==> src/rtl/rs_slot_allocator.sv <==
// rs_slot_allocator
//   Stateful reservation-station slot allocator. Owns the RS occupancy bitmap,
//   offers up to WRITE_PORTS free slots per cycle to dispatch, and reclaims up
//   to ISSUE_PORTS slots per cycle from issue. A rotating search pointer
//   spreads allocation across the array. Flush frees every slot.
//
// Ports
//   clk_i          clock, rising edge
//   rst_ni         asynchronous active-low reset
//   flush_i        free all slots, overrides grants and frees
//   alloc_req_i    per-port allocation request
//   alloc_ready_o  port k has a slot this cycle
//   alloc_index_o  slot for port k at [k*RS_INDEX_WIDTH +: RS_INDEX_WIDTH]
//   free_valid_i   per-port free strobe
//   free_index_i   slot to free, packed like alloc_index_o
//   unused_o       registered bitmap, 1 = free
//   free_count_o   registered free-slot count
//   full_o         no free slot
//   empty_o        every slot free
module rs_slot_allocator #(
    parameter int unsigned RS_SIZE        = 8,
    parameter int unsigned RS_INDEX_WIDTH = 3,
    parameter int unsigned WRITE_PORTS    = 2,
    parameter int unsigned ISSUE_PORTS    = 2
) (
    input  logic                                  clk_i,
    input  logic                                  rst_ni,
    input  logic                                  flush_i,
    input  logic [WRITE_PORTS-1:0]                alloc_req_i,
    output logic [WRITE_PORTS-1:0]                alloc_ready_o,
    output logic [WRITE_PORTS*RS_INDEX_WIDTH-1:0] alloc_index_o,
    input  logic [ISSUE_PORTS-1:0]                free_valid_i,
    input  logic [ISSUE_PORTS*RS_INDEX_WIDTH-1:0] free_index_i,
    output logic [RS_SIZE-1:0]                    unused_o,
    output logic [$clog2(RS_SIZE+1)-1:0]          free_count_o,
    output logic                                  full_o,
    output logic                                  empty_o
);

    localparam int unsigned CW = $clog2(RS_SIZE + 1);
    localparam int unsigned IW = RS_INDEX_WIDTH;

    logic [RS_SIZE-1:0]     r_unused;
    logic [CW-1:0]          r_count;
    logic [IW-1:0]          r_ptr;

    logic [IW-1:0]          w_cand [WRITE_PORTS];
    logic [WRITE_PORTS-1:0] w_ready;
    logic [WRITE_PORTS-1:0] w_grant;
    logic [RS_SIZE-1:0]     w_alloc_mask;
    logic [RS_SIZE-1:0]     w_free_mask;
    logic [RS_SIZE-1:0]     w_unused_nxt;
    logic [CW-1:0]          w_count_nxt;
    logic [IW-1:0]          w_ptr_nxt;

    // Candidate k is the (k+1)-th free slot found scanning upward from r_ptr
    // with wrap at RS_SIZE-1. Explicit subtract handles non-power-of-two sizes.
    always_comb begin : cand_search
        int unsigned found;
        int unsigned slot;
        found = 0;
        slot  = 0;
        for (int unsigned k = 0; k < WRITE_PORTS; k++) begin
            w_cand[k] = '0;
        end
        for (int unsigned i = 0; i < RS_SIZE; i++) begin
            slot = 32'(r_ptr) + i;
            if (slot >= RS_SIZE) begin
                slot = slot - RS_SIZE;
            end
            if (r_unused[slot]) begin
                for (int unsigned k = 0; k < WRITE_PORTS; k++) begin
                    if (found == k) begin
                        w_cand[k] = IW'(slot);
                    end
                end
                found = found + 1;
            end
        end
    end

    // Ready and index come from registered state only; requests never feed back.
    always_comb begin : ready_index
        w_ready       = '0;
        alloc_index_o = '0;
        for (int unsigned k = 0; k < WRITE_PORTS; k++) begin
            w_ready[k] = (32'(r_count) > k);
            if (w_ready[k]) begin
                alloc_index_o[k*IW +: IW] = w_cand[k];
            end
        end
        w_grant = alloc_req_i & w_ready;
    end

    always_comb begin : next_state
        int unsigned   n_alloc;
        int unsigned   n_free;
        int unsigned   last;
        logic          any_grant;
        logic [IW-1:0] fidx;
        w_alloc_mask = '0;
        w_free_mask  = '0;
        last         = 0;
        any_grant    = 1'b0;
        fidx         = '0;

        // Ports map to candidates in order, so the last granted port holds the
        // highest-numbered granted slot position for the pointer update.
        for (int unsigned k = 0; k < WRITE_PORTS; k++) begin
            if (w_grant[k]) begin
                w_alloc_mask[w_cand[k]] = 1'b1;
                last                    = 32'(w_cand[k]);
                any_grant               = 1'b1;
            end
        end

        // Only slots in use at the start of the cycle can be freed; this keeps
        // frees disjoint from grants and makes duplicates count once.
        for (int unsigned j = 0; j < ISSUE_PORTS; j++) begin
            fidx = free_index_i[j*IW +: IW];
            if (free_valid_i[j] && (32'(fidx) < RS_SIZE)) begin
                if (!r_unused[fidx]) begin
                    w_free_mask[fidx] = 1'b1;
                end
            end
        end

        n_alloc = $countones(w_alloc_mask);
        n_free  = $countones(w_free_mask);

        w_unused_nxt = (r_unused & ~w_alloc_mask) | w_free_mask;
        w_count_nxt  = CW'(32'(r_count) - n_alloc + n_free);
        w_ptr_nxt    = r_ptr;
        if (any_grant) begin
            w_ptr_nxt = (last + 1 >= RS_SIZE) ? '0 : IW'(last + 1);
        end

        if (flush_i) begin
            w_unused_nxt = '1;
            w_count_nxt  = CW'(RS_SIZE);
            w_ptr_nxt    = '0;
        end
    end

    always_ff @(posedge clk_i or negedge rst_ni) begin
        if (!rst_ni) begin
            r_unused <= '1;
            r_count  <= CW'(RS_SIZE);
            r_ptr    <= '0;
        end else begin
            r_unused <= w_unused_nxt;
            r_count  <= w_count_nxt;
            r_ptr    <= w_ptr_nxt;
        end
    end

    assign alloc_ready_o = w_ready;
    assign unused_o      = r_unused;
    assign free_count_o  = r_count;
    assign full_o        = (r_count == '0);
    assign empty_o       = (r_count == CW'(RS_SIZE));

endmodule

==> config.mk <==
export PLATFORM = sky130hd
export DESIGN_NAME = rs_slot_allocator
export DESIGN_NICKNAME = d
export VERILOG_FILES = /design/src/rtl/rs_slot_allocator.sv
export SDC_FILE = /design/constraint.sdc
export NUM_CORES = 1
export LEC_CHECK = 0
export ABC_AREA = 1
export CORE_MARGIN = 4
export CORE_UTILIZATION = 59
export CTS_CLUSTER_SIZE = 10
export DETAILED_ROUTE_END_ITERATION = 16
export GPL_TIMING_DRIVEN = 0
export PLACE_DENSITY = 0.88
export SLEW_MARGIN = 20
export SYNTH_ARGS = -nofsm -noshare
export SYNTH_HDL_FRONTEND = slang
export SYNTH_SLANG_ARGS = --single-unit
==> constraint.sdc <==
create_clock -name clk_i -period 11.1 [get_ports clk_i]
set_input_delay 1.11 -clock clk_i [delete_from_list [all_inputs] [get_ports clk_i]]
set_output_delay 1.11 -clock clk_i [all_outputs]
set_load 0.005 [all_outputs]
==> results.toml <==
[outcome]
status = "finished clean"

[yosys]
ys_types = 42
synth_ff_type = "dfstp_2"
synth_area_leaders = "nand2_1, nand3_1, ha_1, inv_1, fa_1"
synth.avg_cell_area_um2 = 6.10
yosysTopAreaCell = "nand2_1"
synth_top_area_share_pct = 18.0
ys_warn_count = 0
synth_async_sr_flop_share_pct = 100
yosysSeqAreaShare_pct = 11.6
synth_area_mm2 = 0.00334
synth_edf_count = 0
syn_nets = 595
synthCells = 547
synth_seq_cells = 15

[drt]
dr.pass1.iters = 8
ant_nets = 0
via_count = 3634
drc = 0
viasPerCell = 5.53
wl_um = 8910
avgRoutedWirePerCell_um = 13.6
drtIter0Drc = 239

[job]
drv_cap = 0

[min_path]
hold-path-endpoint = "unused_o[5]"
min_path_cells = 2
min_from = "unused_o[5]"
hp-class = "reg -> reg"

[grt]
grt_overflow = 0
grt_pass1_vias = 3713
antenna_found_initial = 0
grt_max_degree = 16
grt_pass1_wl_um = 15400
track_usage_pct = 25.7

[finish]
final_cell_mix = "nand2_1, inv_1, nand3_1, nor2_1, clkdlybuf4s50_1"
ff_latch_area_um2 = 387
fin_util_pct = 69.3
nets = 634
fillers = 485
multi_input_area_mm2 = 0.00256
syn_to_final_growth_pct = 14.3
drive_gt1_share_pct = 16.2
final_common_cell = "nand2_1"
diodes = 0

[worst_setup_path]
r2r_end = "free_count_o[3]"
cp-end-kind = "flip-flop"
arrival_ps = 9960
worstRegToRegCells = 51
regToRegStartpoint = "r_ptr[0]"
cp-start-kind = "flip-flop"
cpMaxStageDelayCell = "dfrtp_1"
worstSetupPathType = "reg -> reg"
rrSetupSlack_ps = 1320
cp.required_ps = 11270
slowest_delay_ps = 510
path_max_fanout = 11
worst_path_most_repeated_cell = "nand2_1"

[placement]
hpwl_um = 7420
dp_slack_ps = 1410
io_buffers = 34
gp_congestion = 0.961

[clocking]
cts_buffers = 3
clkTransAtPathRegs_ps = 60
cts_tree = "yes"
post_cts_resized = 0
clkLatencyLatePin_ps = 250
h-tree-depth = 1
cts_setup_buffers = 0
hold_buffers = 0
clock_sinks = 15
cts-root-buf = "clkbuf_8"
clockBufferDepth = 2

[timing]
skew_ps = 6.04
hold_viol = 0
worst_pin_slew_ps = 667
slew_headroom_pct = 55.4
whs_ps = 520
fmax_ghz = 0.102
drv_slew = 0
setup_ws_ps = 1320
rsz0062_at_grt = "false"
fin_tns_setup_ps = 0
setup_violations = 0
min_period_over_period_pct = 88.1
period_minus_slack_ps = 9780

[die]
die_w_um = 83.2
initial_core_util_pct = 60.6
die_y_um = 83.2
io_pins = 35
rows = 27
die-area_mm2 = 0.00692
core-area_mm2 = 0.00551
==> sequential cells by signal (all words and copies together) (netlist names) <==
register	cells
unused_o	8
free_count_o	4
r_ptr	3
==> cells in the mapped netlist, types with 2 or more instances <==
master,n
o211ai_1,6
nand3_1,65
dfstp_2,9
buf_6,3
inv_1,71
and2_4,2
a21oi_1,6
nor2_4,4
nand2_1,160
fa_1,13
o21ai_0,18
o21ai_1,6
ha_1,22
nand4_1,9
nand3_2,11
nand2_4,6
nor2_2,6
o21a_1,2
dfrtp_1,6
nor3_1,3
nand2_2,26
and2_1,3
inv_2,15
o22ai_1,3
xor2_1,2
xnor2_2,2
nor2_1,52
inv_4,2
==> logic make-up (layout without fill, tap and decap cells) <==
logic type | count (synthesis) | in the layout | share of synthesized area (%)
simple gates | 352 | 352 | 50.8
buf+inv | 95 | 133 | 11.7
compound gates | 45 | 45 | 8.14
fa+ha+maj | 35 | 35 | 16.0
flops | 15 | 15 | 11.6
xor+xnor | 5 | 5 | 1.76
==> final cells by class <==
| type | instances | share of cell area (%) |
|---|---|---|
| clock buffers | 3 | 1.08 |
| clock inverters | 1 | 0.131 |
| inverters | 89 | 8.89 |
| plain buffers | 6 | 1.31 |
| repair buffers | 34 | 8.92 |
| well taps | 72 | 2.36 |
| flip-flops and latches | 15 | 10.1 |
| multi-input cells | 437 | 67.2 |
==> per-stage QoR <==
stage                     std cells  instance area, um^2
final                           657                 3810
after global routing            657                 3810
after CTS                       657                 3810
after detailed placement        653                 3770
after global placement          653                 3770
after floorplan                 547                 3340
==> routing by layer <==
| metal | routed length [um] | vias to the layer above | GRT usage (%) | share of wire, % |
|---|---|---|---|---|
| li1 | - | 1809 | - | - |
| met5 | 0 | - | 0 | 0 |
| met3 | 441 | 28 | 1.39 | 4.9 |
| met1 | 3600 | 1656 | 30.3 | 40 |
| met2 | 4540 | 141 | 48.2 | 51 |
| met4 | 329 | 0 | 9.96 | 3.7 |
==> critical path: cells and delay by family (launching register included) <==
family	cells	cell delay [ps]
adders and majority gates	13	4630
DFF	1	510
AOI/OAI and AO/OA	4	510
xor gates and xnor gates	1	160
and+or+nand+nor	20	2790
buffers and inverters	13	1130
==> worst max path at each step <==
stage	startpoint	to	cells after the start
6_report	r_ptr[0]	free_count_o[3]	51
5_1_grt	r_ptr[0]	free_count_o[3]	51
4_1_cts	r_ptr[0]	free_count_o[3]	51
3_5_place_dp	r_ptr[0]	free_count_o[3]	51
3_3_place_gp	r_ptr[0]	free_count_o[3]	53
2_1_floorplan	r_ptr[0]	free_count_o[3]	51
Power is left out: the tool's default activity adds up to more than one toggle a clock period on the data nets, which glitch-free logic cannot reach.
